--- src/rtl/qpsk_sym_ctrl_if.sv ---
// Bit-stream input and symbol/phase output bundle for qpsk_sym_ctrl.
// The slave modport is the controller; the master side feeds bits and watches symbols.
interface qpsk_sym_ctrl_if #(
  parameter int PHASE_W = 4
);
  logic               bit_in;
  logic               bit_valid;
  logic               bit_ready;
  logic [1:0]         sym;
  logic               sym_valid;
  logic [PHASE_W-1:0] phase;
  logic               sym_load;

  modport master (
    output bit_in, bit_valid,
    input  bit_ready, sym, sym_valid, phase, sym_load
  );

  modport slave (
    input  bit_in, bit_valid,
    output bit_ready, sym, sym_valid, phase, sym_load
  );
endinterface

--- src/rtl/qpsk_sym_ctrl.sv ---
// QPSK symbol controller: pairs serial bits into dibits and paces them out one per carrier period.
// Optional macro QPSK_GRAY_EN applies Gray mapping to each loaded symbol.
module qpsk_sym_ctrl #(
  parameter int CARRIER_LEN = 16,
  parameter int PHASE_W     = 4
) (
  input  logic           clk,
  input  logic           rst_n,
  input  logic           en,
  qpsk_sym_ctrl_if.slave sym_if,
  output logic           underrun,
  output logic           busy
);

  localparam logic [PHASE_W-1:0] PHASE_LAST = PHASE_W'(CARRIER_LEN - 1);

  typedef enum logic [1:0] {
    ST_IDLE,
    ST_PRIME,
    ST_RUN,
    ST_STOP
  } state_e;

  state_e             state_q, state_d;
  logic [PHASE_W-1:0] phase_q, phase_d;
  logic [1:0]         sym_q, sym_d;
  logic               sym_valid_q, sym_valid_d;
  logic               sym_load_q, sym_load_d;
  logic               underrun_q, underrun_d;

  logic               low_bit_q, low_bit_d;
  logic               have_low_q, have_low_d;
  logic [1:0]         pend_q, pend_d;
  logic               pend_valid_q, pend_valid_d;

  logic               bit_ready;
  logic               bit_xfer;
  logic               at_last;
  logic [PHASE_W-1:0] phase_next;
  logic               load;

  function automatic logic [1:0] map_dibit(input logic [1:0] dibit);
`ifdef QPSK_GRAY_EN
    return {dibit[1], dibit[1] ^ dibit[0]};
`else
    return dibit;
`endif
  endfunction

  // Three bits held (full dibit plus a low bit) is the only state with no room.
  assign bit_ready  = ~(pend_valid_q & have_low_q);
  assign bit_xfer   = sym_if.bit_valid & bit_ready;
  assign at_last    = (phase_q == PHASE_LAST);
  assign phase_next = at_last ? '0 : phase_q + PHASE_W'(1);

  // Bit assembly. A load and a low-bit capture may coincide; a full dibit never
  // arrives while one is still pending because bit_ready blocks that case.
  // NOTE: every always_comb target gets its default first so no path can infer a latch.
  always_comb begin
    low_bit_d    = low_bit_q;
    have_low_d   = have_low_q;
    pend_d       = pend_q;
    pend_valid_d = pend_valid_q & ~load;
    if (bit_xfer) begin
      if (have_low_q) begin
        pend_d       = {sym_if.bit_in, low_bit_q};
        pend_valid_d = 1'b1;
        have_low_d   = 1'b0;
      end else begin
        low_bit_d  = sym_if.bit_in;
        have_low_d = 1'b1;
      end
    end
  end

  always_comb begin
    state_d     = state_q;
    phase_d     = phase_q;
    sym_valid_d = sym_valid_q;
    underrun_d  = underrun_q;
    load        = 1'b0;

    unique case (state_q)
      ST_IDLE: begin
        phase_d     = '0;
        sym_valid_d = 1'b0;
        if (en) state_d = ST_PRIME;
      end

      ST_PRIME: begin
        phase_d     = '0;
        sym_valid_d = 1'b0;
        if (!en) begin
          state_d = ST_IDLE;
        end else if (pend_valid_q) begin
          load        = 1'b1;
          sym_valid_d = 1'b1;
          state_d     = ST_RUN;
        end
      end

      ST_RUN: begin
        phase_d = phase_next;
        if (!en) begin
          // Losing enable exactly on the last phase means the symbol is already complete.
          if (at_last) begin
            sym_valid_d = 1'b0;
            state_d     = ST_IDLE;
          end else begin
            state_d = ST_STOP;
          end
        end else if (at_last) begin
          if (pend_valid_q) begin
            load = 1'b1;
          end else begin
            underrun_d  = 1'b1;
            sym_valid_d = 1'b0;
            state_d     = ST_PRIME;
          end
        end
      end

      ST_STOP: begin
        phase_d = phase_next;
        if (at_last) begin
          sym_valid_d = 1'b0;
          state_d     = ST_IDLE;
        end
      end

      default: begin
        state_d     = ST_IDLE;
        phase_d     = '0;
        sym_valid_d = 1'b0;
      end
    endcase
  end

  // The strobe is registered alongside sym so it marks the first cycle of the new symbol.
  assign sym_load_d = load;
  assign sym_d      = load ? map_dibit(pend_q) : sym_q;

  // NOTE: state registers use non-blocking assignments so every flop samples pre-edge values.
  always_ff @(posedge clk or negedge rst_n) begin
    if (!rst_n) begin
      state_q      <= ST_IDLE;
      phase_q      <= '0;
      sym_q        <= 2'b00;
      sym_valid_q  <= 1'b0;
      sym_load_q   <= 1'b0;
      underrun_q   <= 1'b0;
      low_bit_q    <= 1'b0;
      have_low_q   <= 1'b0;
      pend_q       <= 2'b00;
      pend_valid_q <= 1'b0;
    end else begin
      state_q      <= state_d;
      phase_q      <= phase_d;
      sym_q        <= sym_d;
      sym_valid_q  <= sym_valid_d;
      sym_load_q   <= sym_load_d;
      underrun_q   <= underrun_d;
      low_bit_q    <= low_bit_d;
      have_low_q   <= have_low_d;
      pend_q       <= pend_d;
      pend_valid_q <= pend_valid_d;
    end
  end

  assign sym_if.bit_ready = bit_ready;
  assign sym_if.sym       = sym_q;
  assign sym_if.sym_valid = sym_valid_q;
  assign sym_if.phase     = phase_q;
  assign sym_if.sym_load  = sym_load_q;
  assign underrun         = underrun_q;
  assign busy             = (state_q != ST_IDLE);

endmodule

--- src/flat_wrapper.sv ---
// flat-port wrapper written by rule: the top's interface ports become plain ports
module qpsk_sym_ctrl_flat 
#(
  parameter int CARRIER_LEN = 16,
  parameter int PHASE_W     = 4
)
  (clk, rst_n, en, underrun, busy, sym_if_bit_in, sym_if_bit_valid, sym_if_bit_ready, sym_if_sym, sym_if_sym_valid, sym_if_phase, sym_if_sym_load);
  qpsk_sym_ctrl_if #(.PHASE_W(PHASE_W)) sym_if_i ();
  input  logic clk;
  input  logic rst_n;
  input  logic en;
  output logic underrun;
  output logic busy;
  input wire logic [$bits(sym_if_i.bit_in)-1:0] sym_if_bit_in;
  input wire logic [$bits(sym_if_i.bit_valid)-1:0] sym_if_bit_valid;
  output wire logic [$bits(sym_if_i.bit_ready)-1:0] sym_if_bit_ready;
  output wire logic [$bits(sym_if_i.sym)-1:0] sym_if_sym;
  output wire logic [$bits(sym_if_i.sym_valid)-1:0] sym_if_sym_valid;
  output wire logic [$bits(sym_if_i.phase)-1:0] sym_if_phase;
  output wire logic [$bits(sym_if_i.sym_load)-1:0] sym_if_sym_load;
  assign sym_if_i.bit_in = sym_if_bit_in;
  assign sym_if_i.bit_valid = sym_if_bit_valid;
  assign sym_if_bit_ready = sym_if_i.bit_ready;
  assign sym_if_sym = sym_if_i.sym;
  assign sym_if_sym_valid = sym_if_i.sym_valid;
  assign sym_if_phase = sym_if_i.phase;
  assign sym_if_sym_load = sym_if_i.sym_load;
  qpsk_sym_ctrl #(.CARRIER_LEN(CARRIER_LEN), .PHASE_W(PHASE_W)) u_core (.clk(clk), .rst_n(rst_n), .en(en), .sym_if(sym_if_i), .underrun(underrun), .busy(busy));
endmodule
--- config.mk ---
export PLATFORM = sky130hd
export DESIGN_NAME = qpsk_sym_ctrl_flat
export DESIGN_NICKNAME = d
export VERILOG_FILES = /design/src/rtl/qpsk_sym_ctrl_if.sv /design/src/rtl/qpsk_sym_ctrl.sv /design/src/flat_wrapper.sv
export SDC_FILE = /design/constraint.sdc
export NUM_CORES = 1
export LEC_CHECK = 0
export ABC_AREA = 1
export CAP_MARGIN = 20
export CORE_MARGIN = 2
export CORE_UTILIZATION = 30
export CTS_BUF_LIST = sky130_fd_sc_hd__clkbuf_16
export CTS_CLUSTER_SIZE = 40
export DETAILED_ROUTE_END_ITERATION = 10
export GPL_TIMING_DRIVEN = 0
export PLACE_DENSITY = 0.56
export SLEW_MARGIN = 25
export SYNTH_ARGS = -nofsm -noshare
export SYNTH_HDL_FRONTEND = slang
export SYNTH_SLANG_ARGS = --single-unit
--- constraint.sdc ---
create_clock -name clk -period 1.45 [get_ports clk]
set_clock_uncertainty 0.2 [all_clocks]
set_input_delay 0.29 -clock clk [delete_from_list [all_inputs] [get_ports clk]]
set_output_delay 0.29 -clock clk [all_outputs]
set_load 0.005 [all_outputs]
==> results of run 1 <==
-- state kept, by name, summed over array words and instances, names as in the netlist, 2 cells and up --
register,flops
u_core.sym_if.phase,4
u_core.state_q,2
u_core.pend_q,2
u_core.sym_if.sym,2
-- cells in the final DEF (no fill, tap or decap), types with 2 or more instances in the layout --
cell type / synthesis / final
nor2_2: 2 / 4
nand2_2: 2 / 5
inv_2: 0 / 5
nor2_1: 11 / 8
ha_4: 0 / 4
nand2_1: 33 / 29
nand4_1: 3 / 3
buf_6: 0 / 4
buf_4: 0 / 8
dlygate4sd2_1: 0 / 7
clkdlybuf4s50_1: 0 / 3
ha_1: 6 / 2
dfrtp_1: 16 / 12
dfrtp_2: 0 / 4
o21ai_1: 2 / 2
nand3_1: 4 / 4
clkbuf_16: 0 / 3
a21oi_1: 2 / 2
clkdlybuf4s15_1: 0 / 2
inv_1: 12 / 7
-- kinds of logic (layout without fill, tap and decap cells) --
logic type | Yosys count | after routing | share of synthesized area [%]
AO/OA/AOI/OAI | 9 | 9 | 7.33
XOR/XNOR | 1 | 1 | 1.03
adder cells (fa/ha/maj) | 6 | 6 | 8.80
buffers and inverters | 13 | 43 | 5.86
flip-flops | 16 | 16 | 46.9
AND/OR/NAND/NOR | 57 | 57 | 30.1
-- worst max-delay path by stage --
stage / startpoint / to / slack, ns / cells past startpoint
after floorplan: u_core.state_q[0]$_DFFE_PN0P_ / u_core.pend_valid_q$_DFF_PN0_ / 0.01 / 7
after global placement: en / u_core.state_q[1]$_DFFE_PN0P_ / -0.29 / 6
after detailed placement: en / u_core.state_q[1]$_DFFE_PN0P_ / -0.32 / 6
after CTS: u_core.state_q[1]$_DFFE_PN0P_ / busy / -0.20 / 4
after global routing: u_core.state_q[0]$_DFFE_PN0P_ / u_core.state_q[1]$_DFFE_PN0P_ / -0.14 / 8
final: u_core.state_q[1]$_DFFE_PN0P_ / busy / -0.07 / 4
-- power groups by stage --
stage / Sequential, mW / Clock (mW) / Combinational [mW]
2_1_floorplan: 0.700 / 0 / 0.576
6_report: 0.719 / 0.532 / 1.22
4_1_cts: 0.699 / 0.549 / 0.973
5_1_grt: 0.741 / 0.569 / 1.38
3_3_place_gp: 0.709 / 0 / 0.879
3_5_place_dp: 0.720 / 0 / 0.888
-- stage by stage --
step,TNS (ns),worst slack (ns),hold WS (ns),cells
final,-0.232,-0.0715,0.271,163
after global routing,-0.863,-0.142,0.315,163
after CTS,-0.572,-0.205,0.270,160
after detailed placement,-2.63,-0.316,0.262,148
after global placement,-2.88,-0.294,0.259,148
after floorplan,0,0.0104,-0.206,102
-- layer usage --
layer	wire length, um	vias up	GRT usage, %
met5	0	-	0
met4	60	0	6.31
met3	102	7	4.08
met2	850	21	18.1
met1	849	351	16.4
li1	-	381	-
-- timing repair --
item / CTS / global route
pin swaps: 3 / 10
hold buffers: 0 / 0
gates cloned: 0 / 0
resized for setup: 22 / 29
setup buffers: 8 / 3
endpoints found under the setup margin: 18 / 16
-- critical path, delay by kind of cell (launching register included) --
family,cells,cell delay [ns]
DFF,1,0.40
buffers and inverters,3,0.25
adders and majority gates,1,0.14
-- final cells by class --
cell class	count	area [um2]	share of cell area (%)
Timing Repair Buffer	26	228	17.5
Clock buffer	3	75.1	5.78
Multi-Input combinational cell	73	492	37.9
Sequential cell	16	405	31.2
Tap cell	31	38.8	2.99
Inverter	12	45.0	3.47
Clock inverter	1	3.75	0.289
Buffer	1	11.3	0.867
==> flow_summary_export.csv, run 1 <==
group,metric,value,unit
power,fin_total_pwr,2.47,mW
yosys,yosys.cell_types.count,19,
die,dieWidth,57.3,um
yosys,ys_top_cells_by_area,"dfrtp_1 (47%), nand2_1 (15%), ha_1 (8.8%)",
placement,gp_congestion,0.880,
yosys,synth_largest_area_cell,"dfrtp_1",
cells_and_area,area_growth,52.2,%
placement,io_buffers,15,
yosys,syn-cell-area,853,um2
yosys,synth_edf_count,0,
power,seq_power_share,29.2,%
setup_path,setup.worst_path.end_class,"primary output",
setup_path,cp_max_fo,3,
power,clkPwrFrac,21.6,%
grt,antenna_found_initial,0,
power,cell_internal_pwr,1.55,mW
timing,max_slew.worst_pin.slew,0.712,ns
timing,setup_viol,7,
grt,grt_pass1_wl,3100,um
clock_network,cts_tree,"done",
yosys,synth_top_area_share,46.9,%
yosys,async_flop_share,100,%
die,die_y,57.3,um
power,power_switching,0.916,mW
placement,placed_area,1040,um2
cells_and_area,final_nets,144,
clock_network,root_buffer,"clkbuf_16",
cells_and_area,final_core_util,47.5,%
run,maxCapViolCount,0,
die,die_area,3290,um2
setup_path,ff2ff_path_depth,7,
run_status,status,"finished with violations",
cells_and_area,drive_gt1_share,34.8,%
grt,grt.overflow.total,0,
detailed_routing,postRouteAntennaNets,0,
yosys,syn_area_per_cell,8.37,um2
die,core,2730,um2
clock_network,clk_latency,0.25,ns
clock_network,clock_path_buffers,2,
setup_path,path_class,"reg2out",
cells_and_area,nFillCells,259,
detailed_routing,drt_iter0_markers,6,
clock_network,htreeDepth,1,
timing,rsz0062_at_grt,"yes",
clock_network,cts_buffers,3,
yosys,syn_inst,102,
worst_hold_path,hp-class,"in2async",
yosys,ys.flop_type,"dfrtp_1",
power,vdd.ir_drop.worst,989,uV
setup_path,worstPathCellList,"inv_2 > ha_4 > inv_2 > clkbuf_2",
setup_path,start_kind,"register",
setup_path,r2r-start,"u_core.state_q[0]$_DFFE_PN0P_",
grt,grt_pass1_vias,716,
cells_and_area,diodes,0,
setup_path,cp_slowest_stage_delay,0.40,ns
power,p_leak,0.675,nW
setup_path,critPathArrivalTime,1.03,ns
yosys,ys_warn_count,0,
yosys,synth_most_common_cell,"nand2_1",
yosys,syn-num-nets,113,
run_status,violations,"negative setup slack",
timing,drv_slew,0,
grt,track_usage,12.4,%
clock_network,cts_sinks,16,
detailed_routing,vias,760,
placement,dp_hpwl,1230,um
timing,final_hold_viol_count,0,
detailed_routing,post_drt_wl_per_cell,11.4,um
die,initial_utilization,31.2,%
grt,grt_max_degree,17,
yosys,ys_seq_area_share,46.9,%
power,powerDensity,1900,nW/um2
power,swShare,37.1,%
timing,max_freq,0.657,GHz
timing,period_needed,1.52,ns
yosys,synth-seq-cells,16,
cells_and_area,design_area,1300,um2
yosys,synthTopCellsByCount,"nand2_1 (33), dfrtp_1 (16), inv_1 (12)",
timing,max_slew_margin,52.4,%
detailed_routing,firstDrtPassIters,4,
die,pin_count,16,
setup_path,crit_slowest_cell,"dfrtp_1",
detailed_routing,drc,0,
setup_path,required,0.96,ns
timing,fin_crit_sh,105,%
die,core.rowCount,19,
power,p_comb_share,49.3,%
setup_path,ff2ff_setup_slack,-0.03,ns
setup_path,timing.rr.end,"u_core.sym_if.sym_valid$_DFFE_PN0P_",
timing,setup_slack,-0.0715,ns
detailed_routing,via_per_inst,4.66,
clock_network,cts.reportedPaths.clkPinSlew,0.05,ns
setup_path,crit_top_cell,"inv_2",
detailed_routing,wirelength,1860,um
No activity file was read; power rests on OpenSTA's default activity.
==> run 2: changes to the inputs <==
--- a/config.mk
+++ b/config.mk
@@ -13,7 +13,7 @@
 export CTS_CLUSTER_SIZE = 40
 export DETAILED_ROUTE_END_ITERATION = 10
 export GPL_TIMING_DRIVEN = 0
-export PLACE_DENSITY = 0.56
+export PLACE_DENSITY = 0.54
 export SLEW_MARGIN = 25
 export SYNTH_ARGS = -nofsm -noshare
 export SYNTH_HDL_FRONTEND = slang
==> constraint.sdc (replaced) <==
create_clock -name clk -period 1.4 [get_ports clk]
set_clock_uncertainty 0.2 [all_clocks]
set_input_delay 0.28 -clock clk [delete_from_list [all_inputs] [get_ports clk]]
set_output_delay 0.28 -clock clk [all_outputs]
set_load 0.005 [all_outputs]
==> run 2 against run 1 <==
Against the previous run: the flow still finishes with violations (negative setup slack); design area down 1.9%; setup slack got worse by 0.090 ns; sequential power is 3.8% higher; die area stayed put; first-iteration DRC count grew 17%; power is 0.55% lower; register-to-register slack worse by 0.13 ns; worst hold slack improved by 0.0019 ns; non-clock buffer count increased by 3; sequential cell count unchanged.
==> flow_summary_export.csv, run 2 (synthesis gave the netlist of run 1 again) <==
group,metric,value,unit
placement,post-place-ws,-0.348,ns
grt,grt_max_degree,17,
grt,antenna_found_initial,0,
timing,max_freq,0.641,GHz
power,fin_total_pwr,2.45,mW
setup_path,cp_top_family,"flip-flops",
setup_path,setup.worst_path.end_class,"register",
setup_path,r2r-start,"u_core.state_q[0]$_DFFE_PN0P_",
placement,placedCellCount,148,
clock_network,cts_sinks,16,
setup_path,critPathArrivalTime,1.49,ns
power,p_leak,0.674,nW
detailed_routing,vias,740,
cells_and_area,regArea,407,um2
grt,grt_pass1_vias,709,
detailed_routing,drc,0,
clock_network,root_buffer,"clkbuf_16",
setup_path,timing.rr.end,"u_core.pend_valid_q$_DFF_PN0_",
power,vdd.ir_drop.worst,1260,uV
worst_hold_path,hp-class,"in2async",
cells_and_area,nFillCells,261,
timing,finalSetupTns,-1.09,ns
setup_path,startpoint,"u_core.state_q[0]$_DFFE_PN0P_",
setup_path,cp.depth,8,
run_status,violations,"negative setup slack",
detailed_routing,wirelength,1770,um
die,dieWidth,57.3,um
die,die_y,57.3,um
timing,rsz0062_at_grt,"yes",
setup_path,worstPathCellList,"inv_2 > buf_6 > ha_4 > nand2_4 > o21ai_4 > nand3_2 > nand2_1 > nand2_1",
setup_path,start_kind,"register",
grt,track_usage,12.6,%
placement,io_buffers,15,
timing,max_slew.worst_pin.slew,0.725,ns
placement,dp_hpwl,1230,um
setup_path,cp_slowest_stage_delay,0.43,ns
setup_path,crit_end,"u_core.pend_valid_q$_DFF_PN0_",
detailed_routing,firstDrtPassIters,4,
timing,hold_ws,0.273,ns
setup_path,crit_slowest_cell,"dfrtp_2",
setup_path,path_class,"reg2reg",
clock_network,clk_latency,0.24,ns
clock_network,cts_buffers,3,
timing,final_hold_viol_count,0,
detailed_routing,postRouteAntennaNets,0,
detailed_routing,post_drt_wl_per_cell,10.7,um
timing,drv_slew,0,
clock_network,htreeDepth,1,
timing,setup_viol,11,
grt,grt.overflow.total,0,
clock_network,cts_tree,"done",
die,core.rowCount,19,
die,pin_count,16,
cells_and_area,drive_gt1_share,32.1,%
run_status,status,"finished with violations",
timing,max_slew_margin,51.5,%
detailed_routing,drt_iter0_markers,7,
cells_and_area,final_nets,147,
cells_and_area,layoutNonFillerInstCount,165,
detailed_routing,via_per_inst,4.48,
cells_and_area,final_common_cell,"nand2_1",
cells_and_area,diodes,0,
setup_path,ff2ff_path_depth,8,
cells_and_area,area_growth,49.3,%
placement,gp_congestion,0.840,
timing,fin_crit_sh,112,%
clock_network,cts.reportedPaths.clkPinSlew,0.05,ns
cells_and_area,layout_common_cells,"nand2_1 (32), buf_4 (13), dfrtp_1 (11), nor2_1 (9), inv_1 (9)",
cells_and_area,largest_reg_flops,4,
setup_path,path_buf_inv,2,
setup_path,crit_top_cell,"nand2_1",
setup_path,required,1.33,ns
setup_path,ff2ff_setup_slack,-0.16,ns
die,die_area,3290,um2
run,maxCapViolCount,0,
cells_and_area,multi_input_area,453,um2
timing,setup_slack,-0.161,ns
die,initial_utilization,31.2,%
grt,grt_pass1_wl,3160,um
power,powerDensity,1930,nW/um2
die,core,2730,um2
clock_network,clock_path_buffers,2,
timing,period_needed,1.56,ns
setup_path,cp_max_fo,4,
==> run 2: cell types whose count changed in the layout (fill, tap and decap cells not counted), moves of 2 or more <==
cell,change
ha_2,+2
nand2_1,+3
inv_2,-2
nand2_2,-3
ha_4,-2
buf_6,-3
buf_4,+5
inv_1,+2
==> run 2: worst min path at each step <==
stage | startpoint | end | slack (ns) | depth (start not counted)
floorplan | rst_n | u_core.have_low_q$_DFFE_PN0P_ | -0.22 | 0
global route | u_core.pend_q[0]$_DFFE_PN0P_ | u_core.pend_q[0]$_DFFE_PN0P_ | 0.32 | 2
detailed placement | u_core.sym_if.sym[1]$_DFFE_PN0P_ | u_core.sym_if.sym[1]$_DFFE_PN0P_ | 0.26 | 2
global placement | u_core.underrun$_DFFE_PN0P_ | u_core.underrun$_DFFE_PN0P_ | 0.26 | 1
CTS | u_core.sym_if.sym[1]$_DFFE_PN0P_ | u_core.sym_if.sym[1]$_DFFE_PN0P_ | 0.27 | 2
finish | rst_n | u_core.sym_if.sym_valid$_DFFE_PN0P_ | 0.27 | 1
==> run 2: worst reg2reg max path, stage by stage, from the launching register on <==
cell	delay [ns]
dfrtp_2	0.43
inv_2	0.08
buf_6	0.10
ha_4	0.15
nand2_4	0.08
o21ai_4	0.17
nand3_2	0.12
nand2_1	0.08
nand2_1	0.04
==> run 2: cell type report <==
class	count	share of cell area, %
timing repair buffer	30	20.0
multi-input combinational	73	35.6
inverter	12	3.54
tap	31	3.05
sequential	16	31.9
clock buffer	3	5.89
==> run 2: per-layer routing <==
layer	vias to the layer above	global-route usage [%]	wire length, um
li1	384	-	-
met1	342	15.9	802
met2	12	21.7	902
met3	2	2.72	58
met4	0	3.99	9
met5	-	0	0
==> run 2: report_power, final <==
group	switching [mW]	internal (mW)	total, mW
Sequential	0.122	0.624	0.746
Combinational	0.587	0.577	1.16
Clock	0.170	0.374	0.544
Total	0.879	1.58	2.45
==> run 2: metrics by stage <==
step | util [%] | cell area (um2)
detailed placement | 39.2 | 1070
global route | 46.6 | 1270
floorplan | - | 883
CTS | 44.9 | 1230
global placement | 39.2 | 1070
finish | 46.6 | 1270
==> run 2: what timing repair did <==
action                                 in CTS  in global routing
hold buffers                                0                  0
pin swaps                                   6                 10
setup endpoints to repair                  18                 17
endpoints found under the hold margin       0                  0
setup buffers                              11                  4
resized for setup                          24                 11
==> run 3: changes to the inputs <==
--- a/config.mk
+++ b/config.mk
@@ -6,6 +6,7 @@
 export NUM_CORES = 1
 export LEC_CHECK = 0
 export ABC_AREA = 1
+export ABC_CLOCK_PERIOD_IN_PS = 1400
 export CAP_MARGIN = 20
 export CORE_MARGIN = 2
 export CORE_UTILIZATION = 30
==> results of run 3 <==
Same layout as run 2: the final DEF is identical, and so are final timing and power.
